==> src/rtl/itof_pipe.sv <==
// itof_pipe: three-stage pipelined integer-to-binary32 converter.
//
// The operand is split into sign and magnitude, normalised so that its
// leading one sits at the top, then rounded and packed. Results use either
// round-to-nearest-even or round-toward-zero, chosen per operation. A tag
// travels with each operation. A single global stall freezes every stage
// while a result waits at the output.
//
// Ports
//   clk, rst          clock; synchronous active-high reset
//   in_valid/in_ready input handshake (in_ready = !stall)
//   in_x              IN_WIDTH-bit integer operand
//   in_signed         1: in_x is two's complement, 0: unsigned
//   in_rtz            1: round toward zero, 0: round to nearest even
//   in_tag            opaque tag returned with the result
//   out_valid/out_ready output handshake
//   out_y             binary32 result
//   out_tag           tag belonging to out_y
//   out_inexact       result differs from the exact integer value
module itof_pipe #(
    parameter int IN_WIDTH  = 32,
    parameter int TAG_WIDTH = 5
) (
    input  logic                 clk,
    input  logic                 rst,
    input  logic                 in_valid,
    output logic                 in_ready,
    input  logic [IN_WIDTH-1:0]  in_x,
    input  logic                 in_signed,
    input  logic                 in_rtz,
    input  logic [TAG_WIDTH-1:0] in_tag,
    output logic                 out_valid,
    input  logic                 out_ready,
    output logic [31:0]          out_y,
    output logic [TAG_WIDTH-1:0] out_tag,
    output logic                 out_inexact
);

    // Leading-one index width: enough for positions up to 63.
    localparam int PW = 7;
    // The rounding window needs the hidden bit, 23 fraction bits, guard and
    // at least one sticky bit, so narrow operands are zero-padded to 26 bits.
    localparam int EW = (IN_WIDTH < 26) ? 26 : IN_WIDTH;

    logic stall;

    logic                 vld_p1, sign_p1, rtz_p1;
    logic [IN_WIDTH-1:0]  mag_p1;
    logic [TAG_WIDTH-1:0] tag_p1;

    logic                 vld_p2, sign_p2, rtz_p2;
    logic [PW-1:0]        lead_p2;
    logic [IN_WIDTH-1:0]  norm_p2;
    logic [TAG_WIDTH-1:0] tag_p2;

    logic                 vld_p3, inexact_p3;
    logic [31:0]          y_p3;
    logic [TAG_WIDTH-1:0] tag_p3;

    logic [PW-1:0]        lead_d;
    logic [IN_WIDTH-1:0]  norm_d;

    // Two's complement magnitude; the most negative value maps to
    // 2^(IN_WIDTH-1), which still fits as an unsigned IN_WIDTH-bit number.
    function automatic logic [IN_WIDTH-1:0] magnitude(input logic signed [IN_WIDTH-1:0] x,
                                                      input logic neg);
        return neg ? IN_WIDTH'(-x) : IN_WIDTH'(x);
    endfunction

    // Round and pack a normalised magnitude. Returns {inexact, binary32}.
    // A normalised operand with a clear top bit can only be zero, so the top
    // bit doubles as the zero flag.
    function automatic logic [32:0] round_pack(input logic          sign,
                                               input logic          rtz,
                                               input logic [PW-1:0] lead,
                                               input logic [IN_WIDTH-1:0] norm);
        logic [EW-1:0] ext;
        logic [22:0]   frac;
        logic          guard, sticky, inc;
        logic [23:0]   sum;
        logic [7:0]    exp;
        ext    = EW'(norm) << (EW - IN_WIDTH);
        frac   = ext[EW-2 -: 23];
        guard  = ext[EW-25];
        sticky = |ext[EW-26:0];
        inc    = !rtz && guard && (sticky || frac[0]);
        sum    = {1'b0, frac} + {23'b0, inc};
        exp    = 8'd127 + {1'b0, lead};
        // Carry out of the fraction: mantissa becomes 1.0, exponent bumps.
        if (sum[23])
            exp = exp + 8'd1;
        if (!ext[EW-1])
            return 33'b0;
        return {guard | sticky, sign, exp, sum[22:0]};
    endfunction

    assign stall     = vld_p3 && !out_ready;
    assign in_ready  = !stall;
    assign out_valid = vld_p3;
    assign out_y     = y_p3;
    assign out_tag   = tag_p3;
    assign out_inexact = inexact_p3;

    always_comb begin
        lead_d = '0;
        for (int i = 0; i < IN_WIDTH; i++)
            if (mag_p1[i])
                lead_d = PW'(i);
        norm_d = mag_p1 << (PW'(IN_WIDTH - 1) - lead_d);
    end

    always_ff @(posedge clk) begin
        if (rst) begin
            vld_p1 <= 1'b0;
            vld_p2 <= 1'b0;
            vld_p3 <= 1'b0;
        end else if (!stall) begin
            vld_p1 <= in_valid;
            vld_p2 <= vld_p1;
            vld_p3 <= vld_p2;
        end
    end

    always_ff @(posedge clk) begin
        if (!stall) begin
            // ---- stage p1: sign / magnitude ----
            sign_p1 <= in_signed & in_x[IN_WIDTH-1];
            mag_p1  <= magnitude(in_x, in_signed & in_x[IN_WIDTH-1]);
            rtz_p1  <= in_rtz;
            tag_p1  <= in_tag;
            // ---- stage p2: normalise ----
            sign_p2 <= sign_p1;
            rtz_p2  <= rtz_p1;
            lead_p2 <= lead_d;
            norm_p2 <= norm_d;
            tag_p2  <= tag_p1;
        end
    end

    // ---- stage p3: round / pack ----
    always_ff @(posedge clk) begin
        if (rst) begin
            y_p3       <= '0;
            tag_p3     <= '0;
            inexact_p3 <= 1'b0;
        end else if (!stall) begin
            {inexact_p3, y_p3} <= round_pack(sign_p2, rtz_p2, lead_p2, norm_p2);
            tag_p3             <= tag_p2;
        end
    end

endmodule

==> config.mk <==
export PLATFORM = sky130hd
export DESIGN_NAME = itof_pipe
export DESIGN_NICKNAME = d
export VERILOG_FILES = /design/src/rtl/itof_pipe.sv
export SDC_FILE = /design/constraint.sdc
export NUM_CORES = 1
export LEC_CHECK = 0
export CORE_MARGIN = 4
export CORE_UTILIZATION = 53
export CTS_BUF_LIST = sky130_fd_sc_hd__clkbuf_4
export CTS_CLUSTER_SIZE = 28
export DETAILED_ROUTE_END_ITERATION = 16
export PLACE_DENSITY = 0.88
export RECOVER_POWER = 100
export SYNTH_ARGS = -nofsm -noshare
export SYNTH_HDL_FRONTEND = slang
export SYNTH_SLANG_ARGS = --single-unit
==> constraint.sdc <==
create_clock -name clk -period 3.33 [get_ports clk]
set_input_delay 0.333 -clock clk [delete_from_list [all_inputs] [get_ports clk]]
set_output_delay 0.333 -clock clk [all_outputs]
set_load 0.02 [all_outputs]
# Word-level counts from Yosys, hierarchy flattened
# Cells that the tools add are included.
word_totals:
  regBits: 126
  latch_bits: 0
  ram_bits: 0
  mem_bits_ro: 0
  input_bits: 43
  output_inout_bits: 40
  elab_cells: 69
  n_memories: 0
classes:
  addsub: 5
  mul: 0
  n_div: 0
  n_lt_le_gt_ge: 0
  eq_ne: 0
  shift: 1
  muxes: 38
  bitwise: 2
  n_reduce_logical: 8
ops:
  columns: ["operator", "n"]
  rows:
  - ["two-way mux 7 bit", 29]
  - ["two-way mux 33 bit", 2]
  - ["two-way mux 32 bit", 1]
  - ["negation 32 bit", 1]
  - ["<< shifter 32 x 7 -> 32 bit", 1]
  - ["adder 23 x 1 -> 24 bit", 1]
  - ["adder 7 x 7 -> 8 bit (first input constant)", 1]
  - ["adder 8 x 1 -> 8 bit (second input constant)", 1]
  - ["two-way mux 8 bit", 1]
  - ["OR reduction 7 bit", 1]
  - ["subtractor 5 x 7 -> 7 bit (first input constant)", 1]
  - ["two-way mux 1 bit", 4]
  - ["logical AND 1 bit", 3]
  - ["logical NOT 1 bit", 3]
  - ["two-way mux 2 bit", 1]
  - ["AND 1 bit", 1]
  - ["logical OR 1 bit", 1]
  - ["OR 1 bit", 1]

# Logic depth before layout (Yosys ltp)
# Gate-level depths: netlist of run 1.
depth:
  ltp_word: 33
  mapped_depth: 13
  depth_no_buf: 13

# Worst setup path before layout of run 1
# Ideal clock, no wire load.
synth_timing:
  kind: "reg2reg"
  from: "register vld_p3 (netlist: out_valid)"
  to: "register lead_p2[0], enable pin"
  setup_ns: 0.488
  t_arrival_ns: 3.372
  t_required_ns: 2.842
  setup_slack_ns: -0.530
  stages_incl_launch_ff: 5
  n_path_buf: 2
  period_less_slack_ns: 3.860
  cell_sequence: "dfxtp_1 > nor2b_1 > clkbuf_1 > inv_1 > buf_1"
synth_between:
  elab_chain_cells: 1
synth_lines:
  columns: ["element", "line", "source"]
  rows:
  - ["start, declared", "56", "logic vld_p3, inexact_p3;"]
  - ["start signal, assigned", "120", "vld_p3 <= vld_p2;"]
  - ["logical AND 1 bit", "97", "assign stall = vld_p3 && !out_ready;"]
  - ["end signal, assigned", "134", "lead_p2 <= lead_d;"]
  - ["end, declared", "52", "logic [PW-1:0] lead_p2;"]
# Every way passes these cells.
# A chain may end at the register's enable or synchronous reset.

# Worst setup path after layout of run 1
layout_timing:
  from: "register mag_p1[17]"
  to: "register norm_p2[25] (data pin)"
layout_between:
  elab_chain_cells: 17
layout_lines:
  columns: ["element", "line", "source"]
  rows:
  - ["start, declared", "48", "logic [IN_WIDTH-1:0] mag_p1;"]
  - ["start signal, assigned", "128", "mag_p1 <= magnitude(in_x, in_signed & in_x[IN_WIDTH-1]);"]
  - ["two-way mux 7 bit (15 in a row)", "107", "if (mag_p1[i])"]
  - ["subtractor 5 x 7 -> 7 bit", "109", "norm_d = mag_p1 << (PW'(IN_WIDTH - 1) - lead_d);"]
  - ["<< shifter 32 x 7 -> 32 bit (*)", "109", null]
  - ["named net norm_d[25]", "61", "logic [IN_WIDTH-1:0] norm_d;"]
  - ["end signal, assigned", "135", "norm_p2 <= norm_d;"]
  - ["end, declared", "53", "logic [IN_WIDTH-1:0] norm_p2;"]
# The timed path passes the listed nets; every way through them passes the cells marked *.

==> impl_results.md, run 1 <==
* Top-area cell type share of the netlist area at a little over a third
* Crit. Startpoint: mag_p1[17]$_DFFE_PN_
* Via count at 6123
* Sequential Power Share at 44.4%
* CP peak stage delay at 0.48 ns
* H-tree depth at 4
* Die W at 124 µm
* Clk pin slew, worst setup/hold paths at about 0.13 ns
* Wire per inst at 17.2 µm
* Vias per cell at about 5.9
* Largest area contributor in the netlist: edfxtp_1
* I/O pin cnt at 83
* Slew Viols, Final at 42
* Hold Crit Start: in_valid
* Final RePlAce weighted congestion at just under 1
* Reg2reg start: mag_p1[17]$_DFFE_PN_
* CP delay by family, top: compound AO/OA/AOI/OAI gates
* CTS sink cnt at between 100 and 150
* Violated checks: max-capacitance violations, max-slew violations
* Mapped Area at 7160 µm²
* Worst path slowest cell: edfxtp_1
* CP startpoint kind: flop
* Switching portion of total power at around a third
* YS warnings at 0
* Worst Path Required at approximately 3.6 ns
* Largest net degree at the start of global routing at 56
* Max Clock Skew at approximately 0.032 ns
* Clock share of power at 26.8%
* Avg Inst Size Synth at slightly below 10 µm²
* Tcrit/Tclk final at 94.7%
* Pint at about 3.2 mW
* Total track usage at a little under a quarter
* Critical path class: reg -> reg
* Worst hold path type: in -> reg
* CP arrival at 3.42 ns
* Die Ht at 124 µm
* Initial core utilization at 54.1%
* Slew @ Worst Pin at 1.68 ns
* Post-synth ARST share at 0%
* Clock Path Buffers at 2
* Initial drt markers at 535
* Buffers plus inverters on the worst setup path at 3
* Placed insts at ~1000
* Finished Core Util at between 60% and 70%
* Post-CTS sizing at 0
* Max Cap Viol at 1
* Root Buffer: clkbuf_4
* Total CTS buffers at 17
* Setup bufs post-CTS at 0
* Switching Power at 1.58 mW
* Peak VDD IR at 224 µV
* Routed WL at around 18 mm
* PortBufs at 82
* Unique masters post-synth at 68
* Total die area at 15400 µm²
* # setup viols final at 0
* Post-synth EDFFs at 83
* Hold Path End: vld_p1$_SDFFE_PP0N_
* ANT nets after route at 0
* Fin cells at 1031
* DRC viols at 0
* Status: complete, but fails checks
* Core area at 13200 µm²
* Tmin final at 3.15 ns
* CP Capture Type: flop
* Worst slew margin at -12.3%
* CTS tree: done
* Power Dens Cells at roughly 550 nW/µm²
* Leak at 3.37 nW
* Syn_nets at 781
* Synth area leaders: edfxtp_1 35%, dfxtp_1 11%, a211oi_1 4.8%
* WHS Path Cells at 3
* Final hold vios at 0
* CP Cell Sequence: or3_4, a2111oi_4, a211o_2, buf_4, buf_4, mux2i_1, buf_4, nor2_1, a211oi_1, o221ai_1
* Max Clk Rate at 317 MHz
* Number of global-route vias before repair at between 5000 and 6000
* Reg2reg setup slack at 0.18 ns
* First-pass GRT wire length at ~29 mm
* Initial antenna violation count at 1
* Cell Rows at 42
* Dpl hpwl at 13.5 mm
* # hold bufs at CTS at 0
* FF+latch count, synth at 124
* Share of cells above drive strength 1 at 10.8%
* Area grow syn2layout at 21.4%
* Predominant post-synthesis flop cell: edfxtp_1
* Remaining Overflow, GRT at 0
* Final net count at 888
* Post-synthesis cell count at approximately 730
* CP most frequent cell: buf_4
* R2R cell count at 10
* Comb power frac at 28.9%
* First-pass DRT Iterations at 5
* Critical-path maximum fanout at 13
* Worst-Skew Late Latency at 0.54 ns
* Sequential area share after synthesis at a little under half
* Reg-to-Reg End: norm_p2[25]$_DFFE_PN_
-- cell families after synthesis --
group / Yosys count / share of synthesized area (%)
buffers and inverters: 73 / 4.49
AO/OA/AOI/OAI: 219 / 22.2
flip-flops: 124 / 46.3
adder cells (fa/ha/maj): 4 / 0.699
AND/OR/NAND/NOR: 230 / 15.4
multiplexers: 28 / 4.12
XOR/XNOR: 56 / 6.85
-- cell type report --
class                           count  area [µm²]
Fill cell                        1077        4550
Sequential cell                   124        3310
Clock buffer                       18         135
Timing Repair Buffer              132        1180
Inverter                           29         110
Antenna cell                        1        2.50
Clock inverter                     14         213
Multi-Input combinational cell    537        3520
Tap cell                          176         220
-- how the worst max path moves through the flow --
stage,endpoint,slack [ns],depth (start not counted)
final,norm_p2[25]$_DFFE_PN_,0.18,10
after global routing,norm_p2[30]$_DFFE_PN_,-0.002,9
after CTS,norm_p2[30]$_DFFE_PN_,0.06,9
after detailed placement,norm_p2[30]$_DFFE_PN_,0.1,9
after global placement,norm_p2[30]$_DFFE_PN_,0.20,9
after floorplan,norm_p2[31]$_DFFE_PN_,0.58,8
-- power groups by stage --
stage	Sequential [mW]	Clock [mW]	Combinational (mW)
2_1_floorplan	2.20	0	0.812
3_3_place_gp	2.16	0	1.39
3_5_place_dp	2.17	0	1.42
5_1_grt	2.17	1.36	1.51
6_report	2.14	1.29	1.39
4_1_cts	2.14	1.30	1.42
-- cells in the final DEF, fill, tap and decap left out, types with 4 or more instances in the layout --
cell type        Yosys  routed
buf_4                5      37
dfxtp_1             41      41
or4_1                5       5
o221ai_1             7       7
clkbuf_4             0      19
and3_1               6       6
o41ai_1              4       4
and2_1              10       8
bufinv_16            0       5
nand2_1             50      50
a221oi_1             4       4
dlygate4sd3_1        0      50
mux2i_1             25      25
nand4_1              7       7
nor4_1              12      12
edfxtp_1            83      83
a2111oi_0           13      11
nor3_1              19      19
clkbuf_1            23       9
nor2_1              77      77
a211oi_1            46      47
a22oi_1             26      26
xor2_1              27      27
ha_1                 4       4
o31ai_1              6       6
nand3_1             15      15
or3_1                6       6
o21ai_0             20      21
a21oi_1             52      52
xnor2_1             29      29
nand2b_1             8       8
inv_1               27      27
clkdlybuf4s50_1      0      32
-- Yosys cell counts, drive strengths merged, types with 2 or more instances --
| cell type | count |
|---|---|
| a221oi | 5 |
| clkbuf | 23 |
| nor3 | 19 |
| o22ai | 3 |
| a21boi | 2 |
| nand4 | 7 |
| or2 | 5 |
| a21o | 3 |
| mux2i | 25 |
| a31oi | 3 |
| and4 | 3 |
| o31ai | 6 |
| o21a | 2 |
| and3 | 6 |
| xnor2 | 29 |
| nor2 | 77 |
| a2111oi | 16 |
| ha | 4 |
| nand2b | 8 |
| o21ai | 22 |
| or4 | 5 |
| o32ai | 4 |
| a211oi | 50 |
| a22oi | 26 |
| o311ai | 2 |
| or3 | 7 |
| o221ai | 7 |
| mux2 | 2 |
| nor2b | 3 |
| buf | 21 |
| nand2 | 50 |
| edfxtp | 83 |
| xor2 | 27 |
| nand3 | 15 |
| nor4 | 12 |
| and2 | 11 |
| o41ai | 4 |
| a21oi | 55 |
| inv | 29 |
| o311a | 2 |
| dfxtp | 41 |
-- registers in the layout, summed over array words and instances, names as in the netlist --
| signal | count |
|---|---|
| vld_p2 | 1 |
| sign_p2 | 1 |
| norm_p2 | 32 |
| out_inexact | 1 |
| lead_p2 | 5 |
| out_tag | 5 |
| tag_p2 | 5 |
| sign_p1 | 1 |
| out_valid | 1 |
| out_y | 32 |
| vld_p1 | 1 |
| mag_p1 | 32 |
| tag_p1 | 5 |
| rtz_p1 | 1 |
| rtz_p2 | 1 |
-- through the flow --
step                      hold WS (ns)  power [mW]  instance area [µm²]  setup WS (ns)  TNS (ns)
after floorplan                  0.400        3.02                 7170          0.578         0
after global placement           0.401        3.55                 8390          0.200         0
after detailed placement         0.405        3.59                 8390         0.0994         0
after CTS                        0.302        4.86                 8740         0.0606         0
after global routing             0.338        5.05                 8690       -0.00166  -0.00166
final                            0.345        4.82                 8690          0.176         0
-- tightest hold or removal path, stage by stage --
cell             delay, ns
clkdlybuf4s50_1       0.39
nand2_1               0.05
a21oi_1               0.05
-- metal layers --
layer,GRT usage [%],up-vias,share of wire [%]
li1,-,2997,-
met1,27.9,2842,42
met2,38.8,235,49
met3,4.55,49,5.3
met4,9.22,0,3.4
met5,0,-,0
Note: power is estimated with default switching activity, not from simulation.
==> inputs of run 2 (changes only) <==
Settings changed: CTS_BUF_LIST sky130_fd_sc_hd__clkbuf_4 to sky130_fd_sc_hd__clkbuf_2.
==> impl_results.md, run 2 (synthesis gave the netlist of run 1 again) <==
* Status: complete, but fails checks
* Violated checks: max-capacitance violations, max-slew violations
* Reg2reg start: mag_p1[17]$_DFFE_PN_
* CP most frequent cell: buf_4
* First-pass DRT Iterations at 8
* Dpl hpwl at 13.5 mm
* Die Ht at 124 µm
* ANT nets after route at 0
* Worst hold path type: in -> reg
* Reg-to-Reg End: norm_p2[27]$_DFFE_PN_
* CP Capture Type: flop
* Pint at roughly 3.1 mW
* Critical-path maximum fanout at 13
* Switching portion of total power at 33.5%
* Wire per inst at 17.2 µm
* Largest net degree at the start of global routing at 56
* Initial drt markers at 627
* Clock Path Buffers at 2
* Max Cap Viol at 1
* CP startpoint kind: flop
* Fillcell total at 1068
* Total track usage at between 20 and 25%
* Number of global-route vias before repair at roughly 5700
* Hold Path End: vld_p1$_SDFFE_PP0N_
* Max Clk Rate at around 310 MHz
* PortBufs at 82
* Slew Viols, Final at 42
* Routed WL at 17.8 mm
* # setup viols final at 0
* Remaining Overflow, GRT at 0
* Clk pin slew, worst setup/hold paths at 0.22 ns
* Leak at roughly 3.4 nW
* Critical path class: reg -> reg
* Total die area at between 15000 and 20000 µm²
* Setup TNS at 0 ns
* Reg2reg setup slack at 0.14 ns
* Cell Rows at 42
* Area of the multi-input gates at approximately 3500 µm²
* Most frequent cells in the layout: 83 x edfxtp_1, 76 x nor2_1, 52 x a21oi_1
* Worst Path Required at 3.87 ns
* Switching Power at 1.58 mW
* First-pass GRT wire length at between 20 and 30 mm
* Slew @ Worst Pin at 1.68 ns
* Clock share of power at 24.9%
* Reg area at between 3000 and 4000 µm²
* CTS sink cnt at about 120
* Worst-Skew Late Latency at 0.69 ns
* Core area at 13200 µm²
* Post-route cell area at 8690 µm²
* WHS Path Cells at 3
* CP arrival at 3.73 ns
* CP peak stage delay at 0.49 ns
* Total CTS buffers at 17
* Sequential Power Share at 45.2%
* I/O pin cnt at 83
* Worst slew margin at -12.2%
* Via count at 6202
* Hold Crit Start: in_valid
* Root Buffer: clkbuf_2
* Max Clock Skew at between 0.04 and 0.05 ns
* Placed inst area at 8390 µm²
* Final RePlAce weighted congestion at about 0.98
* Vias per cell at 6.00
* Worst path slowest cell: edfxtp_1
* Power Dens Cells at 544 nW/µm²
* Final hold vios at 0
* Tmin final at 3.19 ns
* Initial antenna violation count at 1
* Unrepaired setup endpoints after global routing: false
* Tcrit/Tclk final at 95.7%
* H-tree depth at 4
* CP Cell Sequence: or3_4, a2111oi_4, a211o_2, buf_4, buf_4, mux2i_1, buf_4, a21oi_2, a21oi_1, o32ai_1, buf_4
* R2R cell count at 11
* CTS tree: done
* Area grow syn2layout at 21.3%
* Share of cells above drive strength 1 at a little under an eighth
* Most common cell after layout, fill and taps aside: edfxtp_1
* Initial core utilization at 54.1%
* Final net count at just under 900
* Comb power frac at between 20% and 30%
* Die W at 124 µm
* DRC viols at 0
* Peak VDD IR at approximately 210 µV
[run 2: changes by cell type in the layout (fill, tap and decap cells not counted), sizes merged]
cell           change
buf                +5
clkdlybuf4s50      +1
clkbuf             -3
dlygate4sd3        -1
[run 2: worst max path at each step]
stage	start	endpoint	slack [ns]	depth (start not counted)
2_1_floorplan	mag_p1[17]$_DFFE_PN_	norm_p2[31]$_DFFE_PN_	0.58	8
3_3_place_gp	mag_p1[5]$_DFFE_PN_	norm_p2[30]$_DFFE_PN_	0.20	9
3_5_place_dp	mag_p1[5]$_DFFE_PN_	norm_p2[30]$_DFFE_PN_	0.1	9
4_1_cts	mag_p1[5]$_DFFE_PN_	norm_p2[30]$_DFFE_PN_	0.04	9
5_1_grt	mag_p1[17]$_DFFE_PN_	norm_p2[27]$_DFFE_PN_	0.0003	11
6_report	mag_p1[17]$_DFFE_PN_	norm_p2[27]$_DFFE_PN_	0.14	11
[run 2: routing by layer]
metal  track usage, %  vias to the layer above  wire length, µm
met4             10.1                        0              630
li1                 -                     3001                -
met1             28.1                     2877             7510
met5                0                        -                0
met2             38.2                      272             8600
met3             4.17                       52             1050
[run 2: power by group through the flow]
stage / clock network (mW) / registers, mW / logic (mW)
global placement: 0 / 2.16 / 1.39
CTS: 1.19 / 2.14 / 1.42
detailed placement: 0 / 2.17 / 1.42
floorplan: 0 / 2.20 / 0.812
global route: 1.25 / 2.17 / 1.53
finish: 1.18 / 2.14 / 1.41
[run 2: critical path: cells and delay by family (launching register included)]
kind            cells  cell delay, ns
compound gates      5            1.32
buf+inv             4            0.74
flops               1            0.49
simple gates        1            0.42
mux                 1            0.08
[run 2: per-stage QoR]
| step | hold slack, ns | cells | power (mW) | utilization (%) | setup WS [ns] |
|---|---|---|---|---|---|
| 3_3_place_gp | 0.401 | 998 | 3.55 | 63.4 | 0.200 |
| 2_1_floorplan | 0.400 | 734 | 3.02 | - | 0.578 |
| 4_1_cts | 0.135 | 1030 | 4.74 | 65.7 | 0.0396 |
| 5_1_grt | 0.157 | 1033 | 4.94 | 65.6 | 0.000258 |
| 6_report | 0.188 | 1033 | 4.73 | 65.6 | 0.142 |
| 3_5_place_dp | 0.405 | 998 | 3.59 | 63.4 | 0.0994 |
[run 2: area by class of cell]
cell class	instances	share of cell area, %
repair buffers	134	13.9
clock buffers	18	1.04
inverters	29	1.27
flip-flops and latches	124	38.1
multi-input cells	537	40.6
diodes	1	0.0288
well taps	176	2.54
clock inverters	14	2.45
[run 2: repair_timing]
action,CTS,global route
setup buffers,0,2
resized for setup,0,5
endpoints found under the setup margin,0,3
hold buffers,0,0
==> inputs of run 3 (changes only) <==
Settings changed: CAP_MARGIN from default to 20, CORE_UTILIZATION 53 to 60, PLACE_DENSITY 0.88 to 0.94.
Clock period 3.33 ns to 3.9 ns, I/O delays scaled along.
==> impl_results.md, run 3 (synthesis gave the netlist of run 1 again) <==
* PortBufs at between 80 and 90
* Hold Crit Start: in_valid
* Dpl hpwl at 14.5 mm
* CP startpoint kind: flop
* DRC viols at 0
* ANT nets after route at 0
* Die W at 117 µm
* Critical-path maximum fanout at 17
* Reg2reg start: mag_p1[26]$_DFFE_PN_
* Status: complete, but fails checks
* Final net count at 857
* CTS sink cnt at 124
* Worst slew margin at -6.11%
* Worst Path Required at between 4 and 5 ns
* Max Cap Viol at 1
* Critical path class: reg -> reg
* Total CTS buffers at 17
* Largest net degree at the start of global routing at 61
* Worst-Skew Late Latency at between 0.6 and 0.7 ns
* # hold bufs at CTS at 0
* Unrepaired setup endpoints after global routing: false
* Final hold vios at 0
* Post-CTS sizing at 0
* Root Buffer: clkbuf_2
* Die Ht at 117 µm
* First-pass GRT wire length at 29.5 mm
* Vias per cell at roughly 6.3
* CP delay by family, top: compound AO/OA/AOI/OAI gates
* Final RePlAce weighted congestion at between 0.9 and 1
* Core area at 11600 µm²
* # setup viols final at 0
* CP Capture Type: flop
* Initial drt markers at 518
* Most frequent cells in the layout: 83 x edfxtp_1, 77 x nor2_1, 54 x a21oi_1
* Leak at about 3.2 nW
* Violated checks: max-capacitance violations, max-slew violations
* Worst hold path type: in -> reg
* Finished Core Util at a little under three quarters
* Via count at roughly 6000
* CP Cell Sequence: or2_0, a211oi_1, o2111a_1, or2_0, inv_1, buf_4, a211oi_1, a21oi_1, a21oi_1, o221ai_1
* Total track usage at 28.0%
* CTS tree: done
* Reg2reg setup slack at 0.46 ns
* Setup bufs post-CTS at 0
* First-pass DRT Iterations at 5
* Wire per inst at 19.3 µm
* Max Clk Rate at 290 MHz
* Buffers plus inverters on the worst setup path at 2
* Initial core utilization at 61.9%
* Share of cells above drive strength 1 at 7.90%
* Tmin final at 3.44 ns
* Area grow syn2layout at 15.4%
* Remaining Overflow, GRT at 0
* Total die area at 13700 µm²
* Routed WL at 18.6 mm
* I/O pin cnt at 83
* Power Dens Cells at 445 nW/µm²
* Number of global-route vias before repair at between 5000 and 6000
* CP arrival at around 3.9 ns
* Crit. Startpoint: mag_p1[26]$_DFFE_PN_
* Clock Path Buffers at 2
* Slew Viols, Final at 42
* CP peak stage delay at 0.48 ns
* Peak VDD IR at 319 µV
* Clk pin slew, worst setup/hold paths at 0.16 ns
* Slew @ Worst Pin at 1.59 ns
* Most common cell after layout, fill and taps aside: edfxtp_1
* Cell Rows at 39
* Initial antenna violation count at 0
* Setup TNS at 0 ns
* Worst path slowest cell: edfxtp_1
* Tcrit/Tclk final at roughly nine tenths
* Max Clock Skew at 0.0284 ns
* H-tree depth at 4
==> run 3: cell count changes in the layout (fill, tap and decap cells not counted), moves of 4 or more <==
| cell | delta |
|---|---|
| clkbuf_2 | +4 |
| clkbuf_1 | -5 |
| clkinv_2 | +4 |
| buf_4 | -26 |
==> run 3: worst min-delay path, cell delays in order <==
cell,delay [ns]
clkdlybuf4s50_1,0.39
nand2_1,0.07
a21oi_1,0.06
==> run 3: per-layer routing <==
| metal | GRT usage (%) | vias to the layer above | share of wire, % |
|---|---|---|---|
| met4 | 12.5 | 0 | 3.9 |
| met2 | 50.6 | 252 | 51 |
| li1 | - | 2950 | - |
| met5 | 0 | - | 0 |
| met1 | 31.7 | 2871 | 40 |
| met3 | 5.81 | 50 | 5.8 |
==> run 3: cell type report <==
cell class | count | area [µm²]
multi-input cells | 537 | 3500
flip-flops and latches | 124 | 3310
fillers | 841 | 3300
repair buffers | 101 | 953
well taps | 143 | 179
clock buffers | 22 | 110
inverters | 29 | 110
clock inverters | 10 | 100
diodes | 1 | 2.50
==> run 3: path summary, 6_finish.rpt <==
| check | end | cells past startpoint |
|---|---|---|
| hold / removal | vld_p1$_SDFFE_PP0N_ | 3 |
| hold reg to reg | rtz_p2$_DFFE_PN_ | 0 |
| setup reg to reg | norm_p2[22]$_DFFE_PN_ | 10 |
| setup / recovery | norm_p2[22]$_DFFE_PN_ | 10 |
==> run 3: stage by stage <==
stage	setup WS, ns	power, mW	cells	instance area [µm²]	hold slack (ns)
global route	0.183	3.89	966	8260	0.206
detailed placement	0.537	3.00	934	8100	0.406
finish	0.455	3.68	967	8260	0.274
global placement	0.583	2.97	934	8100	0.401
floorplan	0.0403	2.58	734	7160	0.400
CTS	0.583	3.72	966	8310	0.194
==> run 3: power by group <==
part / switching (mW) / internal [mW]
combinational: 0.641 / 0.464
sequential: 0.190 / 1.66
clock: 0.431 / 0.298
total: 1.26 / 2.42
